File: src/rtl/z80_wb_pkg.sv
// Shared definitions for the Z80 to Wishbone bridge: cycle tags and bus FSM states.
package z80_wb_pkg;

  localparam logic [1:0] TAG_MEM  = 2'b00;
  localparam logic [1:0] TAG_IO   = 2'b01;
  localparam logic [1:0] TAG_INTA = 2'b10;

  typedef enum logic [1:0] {
    IDLE = 2'd0,
    REQ  = 2'd1,
    DONE = 2'd2
  } bus_state_e;

endpackage

File: src/rtl/wb_timeout_cnt.sv
// Ack timeout counter: counts enabled clocks since the last clear and flags the
// clock on which the LIMIT-th enabled clock is reached. LIMIT=0 never expires.
module wb_timeout_cnt #(
  parameter int WIDTH = 8,
  parameter int LIMIT = 255
) (
  input  logic clk_i,
  input  logic rst_i,
  input  logic clr_i,
  input  logic en_i,
  output logic expired_o
);

  localparam logic [WIDTH-1:0] LAST = (LIMIT > 0) ? WIDTH'(LIMIT - 1) : '0;

  logic [WIDTH-1:0] cnt;

  always_ff @(posedge clk_i) begin
    if (rst_i || clr_i) cnt <= '0;
    else if (en_i)      cnt <= cnt + WIDTH'(1);
  end

  // Fires during the LIMIT-th enabled clock so the owner ends the cycle on that edge.
  assign expired_o = (LIMIT > 0) && en_i && (cnt == LAST);

endmodule

File: src/rtl/z80_wb_bridge.sv
// Z80 bus to Wishbone B4 classic master bridge: one Wishbone cycle per CPU
// memory, I/O or interrupt-acknowledge access, stalling the CPU via WAIT.
module z80_wb_bridge #(
  parameter int ADDR_W    = 16,
  parameter int DATA_W    = 8,
  parameter int IO_ADR_W  = 8,
  parameter int TIMEOUT   = 255,
  parameter int SKIP_RFSH = 1
) (
  input  logic              clk_i,
  input  logic              rst_i,
  input  logic [ADDR_W-1:0] cpu_a_i,
  input  logic [DATA_W-1:0] cpu_d_i,
  output logic [DATA_W-1:0] cpu_d_o,
  input  logic              cpu_mreq_n_i,
  input  logic              cpu_iorq_n_i,
  input  logic              cpu_rd_n_i,
  input  logic              cpu_wr_n_i,
  input  logic              cpu_m1_n_i,
  input  logic              cpu_rfsh_n_i,
  output logic              cpu_wait_n_o,
  output logic [ADDR_W-1:0] wbm_adr_o,
  output logic [1:0]        wbm_tga_o,
  output logic [DATA_W-1:0] wbm_dat_o,
  input  logic [DATA_W-1:0] wbm_dat_i,
  output logic              wbm_cyc_o,
  output logic              wbm_stb_o,
  output logic              wbm_we_o,
  input  logic              wbm_ack_i,
  input  logic              wbm_err_i,
  output logic              bus_err_o,
  output logic              err_sticky_o,
  input  logic              err_clr_i
);
  import z80_wb_pkg::*;

  localparam int TO_W = (TIMEOUT > 1) ? $clog2(TIMEOUT) : 1;
  localparam logic [ADDR_W-1:0] IO_MASK = {ADDR_W{1'b1}} >> (ADDR_W - IO_ADR_W);

  bus_state_e state, state_d;
  logic       rw_req, rfsh_blk, mem_req, io_req, inta_req, req;
  logic       start, finish, fail, expired;
  logic [1:0] tag;

  // Access decode; interrupt acknowledge outranks plain I/O since both use IORQ.
  assign rw_req   = !cpu_rd_n_i || !cpu_wr_n_i;
  assign rfsh_blk = (SKIP_RFSH != 0) && !cpu_rfsh_n_i;
  assign mem_req  = !cpu_mreq_n_i && rw_req && !rfsh_blk;
  assign io_req   = !cpu_iorq_n_i && cpu_m1_n_i && rw_req;
  assign inta_req = !cpu_iorq_n_i && !cpu_m1_n_i;
  assign req      = mem_req || io_req || inta_req;
  assign tag      = inta_req ? TAG_INTA : (io_req ? TAG_IO : TAG_MEM);

  // Ending without ack means err or timeout; a coincident err still wins.
  assign fail     = wbm_err_i || !wbm_ack_i;

  wb_timeout_cnt #(.WIDTH(TO_W), .LIMIT(TIMEOUT)) u_tmo (
    .clk_i     (clk_i),
    .rst_i     (rst_i),
    .clr_i     (start),
    .en_i      (state == REQ),
    .expired_o (expired)
  );

  always_ff @(posedge clk_i) begin
    if (rst_i) state <= IDLE;
    else       state <= state_d;
  end

  always_comb begin
    state_d      = state;
    start        = 1'b0;
    finish       = 1'b0;
    cpu_wait_n_o = 1'b1;
    unique case (state)
      IDLE: if (req) begin
        state_d      = REQ;
        start        = 1'b1;
        cpu_wait_n_o = 1'b0;
      end
      REQ: begin
        cpu_wait_n_o = 1'b0;
        if (wbm_ack_i || wbm_err_i || expired) begin
          state_d = DONE;
          finish  = 1'b1;
        end
      end
      DONE: if (cpu_mreq_n_i && cpu_iorq_n_i) state_d = IDLE;
      default: state_d = IDLE;
    endcase
  end

  always_ff @(posedge clk_i) begin
    if (rst_i) begin
      wbm_adr_o    <= '0;
      wbm_tga_o    <= TAG_MEM;
      wbm_dat_o    <= '0;
      wbm_we_o     <= 1'b0;
      wbm_cyc_o    <= 1'b0;
      wbm_stb_o    <= 1'b0;
      cpu_d_o      <= '0;
      bus_err_o    <= 1'b0;
      err_sticky_o <= 1'b0;
    end else begin
      bus_err_o <= finish && fail;
      if (start) begin
        wbm_adr_o <= (tag == TAG_MEM) ? cpu_a_i : (cpu_a_i & IO_MASK);
        wbm_tga_o <= tag;
        wbm_dat_o <= cpu_d_i;
        wbm_we_o  <= !inta_req && !cpu_wr_n_i;
        wbm_cyc_o <= 1'b1;
        wbm_stb_o <= 1'b1;
      end
      if (finish) begin
        wbm_cyc_o <= 1'b0;
        wbm_stb_o <= 1'b0;
        if (!wbm_we_o) cpu_d_o <= fail ? '1 : wbm_dat_i;
      end
      // A fresh error pulse beats a simultaneous clear.
      if (bus_err_o)      err_sticky_o <= 1'b1;
      else if (err_clr_i) err_sticky_o <= 1'b0;
    end
  end

endmodule

File: config.mk
export PLATFORM = sky130hd
export DESIGN_NAME = z80_wb_bridge
export DESIGN_NICKNAME = d
export VERILOG_FILES = /design/src/rtl/z80_wb_pkg.sv /design/src/rtl/wb_timeout_cnt.sv /design/src/rtl/z80_wb_bridge.sv
export SDC_FILE = /design/constraint.sdc
export NUM_CORES = 1
export LEC_CHECK = 0
export BUFFER_PORTS_ARGS = -buffer_cell sky130_fd_sc_hd__buf_2
export CORE_MARGIN = 5
export CORE_UTILIZATION = 42
export CTS_CLUSTER_SIZE = 12
export DETAILED_ROUTE_END_ITERATION = 10
export PLACE_DENSITY = 0.84
export SLEW_MARGIN = 20
export SYNTH_ARGS = -nofsm -noshare
export SYNTH_HDL_FRONTEND = slang
export SYNTH_SLANG_ARGS = --single-unit
File: constraint.sdc
create_clock -name clk_i -period 1.4 [get_ports clk_i]
set_input_delay 0.28 -clock clk_i [delete_from_list [all_inputs] [get_ports clk_i]]
set_output_delay 0.28 -clock clk_i [all_outputs]
set_load 0.02 [all_outputs]
==> results.ini <==
[synthesis]
synth-compound-area-share = 0.200
yosysWarnings = 0
yosys.area.top_type = dfxtp_1
syn_area_um2 = 1900
ys_types = 38
synth_xor_area_frac = 0.0323
yosys-top-cells-area = dfxtp_1, a21oi_1, nand3_1
synth_area_per_cell_um2 = 8.91
syn_nets = 258
synth_top_family_by_area = compound AO/OA/AOI/OAI gates
synthSimpleGateAreaFrac = 0.193
synth-seq-area-share = 0.507
synth_adder_area_share = 0.0132
syn_inst = 213
netlist.area_leader.share = 0.507
synth_mux_area_frac = 0.00594
synth-seq-cells = 48

[finish]
antenna_cells = 0
post-route-util = 0.605
nFillCells = 380
layout-drive-gt1-share = 0.405
finalNetCount = 355
final_area_um2 = 2640
area_delta_synth_final_pct = 39.0

[clock_network]
cts_hold_buffers = 0
cts_tree = built
cts-root-buf = clkbuf_8
htreeDepth = 2
cts_max_path_buffers = 2
path_clk_slew_ns = 0.09
clock_latency_ns = 0.30
cts-buffers-inserted = 5
clkSinkCount = 48

[global_routing]
grt_pass1_vias = 1829
grt_max_degree = 34
grt_usage = 0.170
grt_remaining_overflow = 0
grt_first_pass_wirelength_um = 8310
antenna_found_initial = 0

[timing]
finalHoldViolations = 0
final-setup-viol-count = 0
setup_tns_ns = 0
final_max_slew_viol_count = 0
period_needed_ns = 1.36
max_freq_ghz = 0.733
relSlewSlack = 0.771
post-route-period-util = 0.975
rsz0062_at_grt = yes
worstMarginPinSlew_ns = 0.343
hold_ws_ns = 0.188
finalClockSkew_ns = 0.00667

[power]
peakVddDrop_v = 0.000730
leakage_nw = 1.23
p_per_area_nw_per_um2 = 1210

[placed_design]
placed_area_um2 = 2470
dp.final_hpwl_um = 3770
gp_congestion = 0.794
port-buffer-count = 82

[route]
via_per_inst = 5.18
drc_errors = 0
ant_nets = 0
drt_first_iter_violations = 118
drt-total-wl_um = 5030
via_count = 1881
first_pass_iters = 4
wl_per_cell_um = 13.8

[critical_path]
end_kind = output pin
worst-path-max-fanout = 5
cp-start-kind = flip-flop
arrival_ns = 1.08
cp_data_required_time_ns = 1.12
worst-setup-path-type = flip-flop to output pin

[outcome]
status = complete, no violations

[die]
fp.dieH_um = 77.2
fp.dieW_um = 77.2
die-area_um2 = 5960
io_pins = 83
rows = 24
core_area_um2 = 4350
initial_utilization = 0.436

[min_path]
hp-class = input pin to flip-flop

[job]
cap_violations = 0

[Yosys cell counts, drive strengths merged]
| cell type | n |
|---|---|
| nor4b | 1 |
| or2 | 1 |
| dfxtp | 48 |
| o21bai | 1 |
| a21oi | 30 |
| clkbuf | 8 |
| inv | 4 |
| nor2b | 2 |
| and4b | 1 |
| nor3b | 1 |
| nand3 | 18 |
| ha | 2 |
| o211a | 1 |
| buf | 7 |
| a22o | 8 |
| a31oi | 2 |
| mux2 | 1 |
| and4 | 1 |
| a211oi | 1 |
| nor3 | 10 |
| nand4b | 1 |
| nand2 | 6 |
| nand4 | 3 |
| nand3b | 2 |
| xor2 | 5 |
| o21ai | 21 |
| nor2 | 22 |
| a31o | 1 |
| and3 | 1 |
| xnor2 | 2 |
| or4 | 1 |
[sequential cells by signal, indices dropped and copies added (netlist names), 2 cells and up]
signal,count
wbm_adr_o,16
cpu_d_o,8
u_tmo.cnt,8
wbm_dat_o,8
state,2
wbm_tga_o,2
[power by group]
group	switching, mW	leakage (nW)	internal (mW)
Sequential	0.0461	0.393	1.45
Combinational	0.373	0.775	0.282
Clock	0.465	0.0614	0.584
Total	0.885	1.23	2.32
[per-layer routing]
metal | up-vias | wire, um | global-route usage
met3 | 9 | 320 | 0.0550
li1 | 947 | - | -
met5 | - | 0 | 0
met4 | 0 | 106 | 0.0876
met1 | 867 | 2130 | 0.199
met2 | 58 | 2470 | 0.275
[worst max-delay path, cell delays in order (launching register included)]
cell and delay, ns:
dfxtp_4 0.37, buf_6 0.13, o21bai_4 0.15, buf_6 0.14
[what timing repair did]
| action | CTS | global route |
|---|---|---|
| pin swaps | 1 | 5 |
| endpoints found under the setup margin | 1 | 16 |
| buffers inserted | 1 | 1 |
| resized for setup | 4 | 6 |
| cloned | 0 | 0 |
[per-stage QoR]
step	setup slack, ns	instances	power [mW]
6_report	0.0355	363	3.20
4_1_cts	0.0134	362	3.23
3_3_place_gp	-0.00217	353	2.15
5_1_grt	-0.0224	363	3.37
3_5_place_dp	-0.0285	353	2.16
2_1_floorplan	0.0183	213	1.90
[layout make-up]
type                            instances  area (um^2)  area share
Clock buffer                            6         82.6      0.0313
Clock inverter                          2         38.8      0.0147
Inverter                                4         15.0     0.00570
Multi-Input combinational cell        146          872       0.331
Sequential cell                        48          966       0.366
Tap cell                               52         65.1      0.0247
Timing Repair Buffer                  105          597       0.226
[worst paths after layout]
kind	startpoint	endpoint	slack [ns]	cells past startpoint
worst max-delay path	state[0]	cpu_wait_n_o	0.04	3
worst min-delay path	cpu_a_i[8]	wbm_adr_o[8]	0.19	2
worst max register to register	state[0]	wbm_adr_o[9]	0.07	3
worst min register to register	wbm_adr_o[11]	wbm_adr_o[11]	0.47	1
[cells in the final DEF, fill, tap and decap left out, drive strengths merged, types with 2 or more instances in the layout]
cell type / count
inv: 4
clkbuf: 6
nand3: 18
a21oi: 30
o21ai: 21
xnor2: 2
ha: 2
nand3b: 2
nor2b: 2
buf: 105
xor2: 5
nor3: 10
a31oi: 2
nand4: 3
nor2: 22
nand2: 6
dfxtp: 48
a22o: 8
[logic make-up after synthesis]
| group | count (synthesis) |
|---|---|
| fa+ha+maj | 2 |
| simple gates | 71 |
| buf+inv | 19 |
| compound gates | 65 |
| flops | 48 |
| xor+xnor | 7 |
| mux | 1 |
Power figures use the tool's default switching activity.
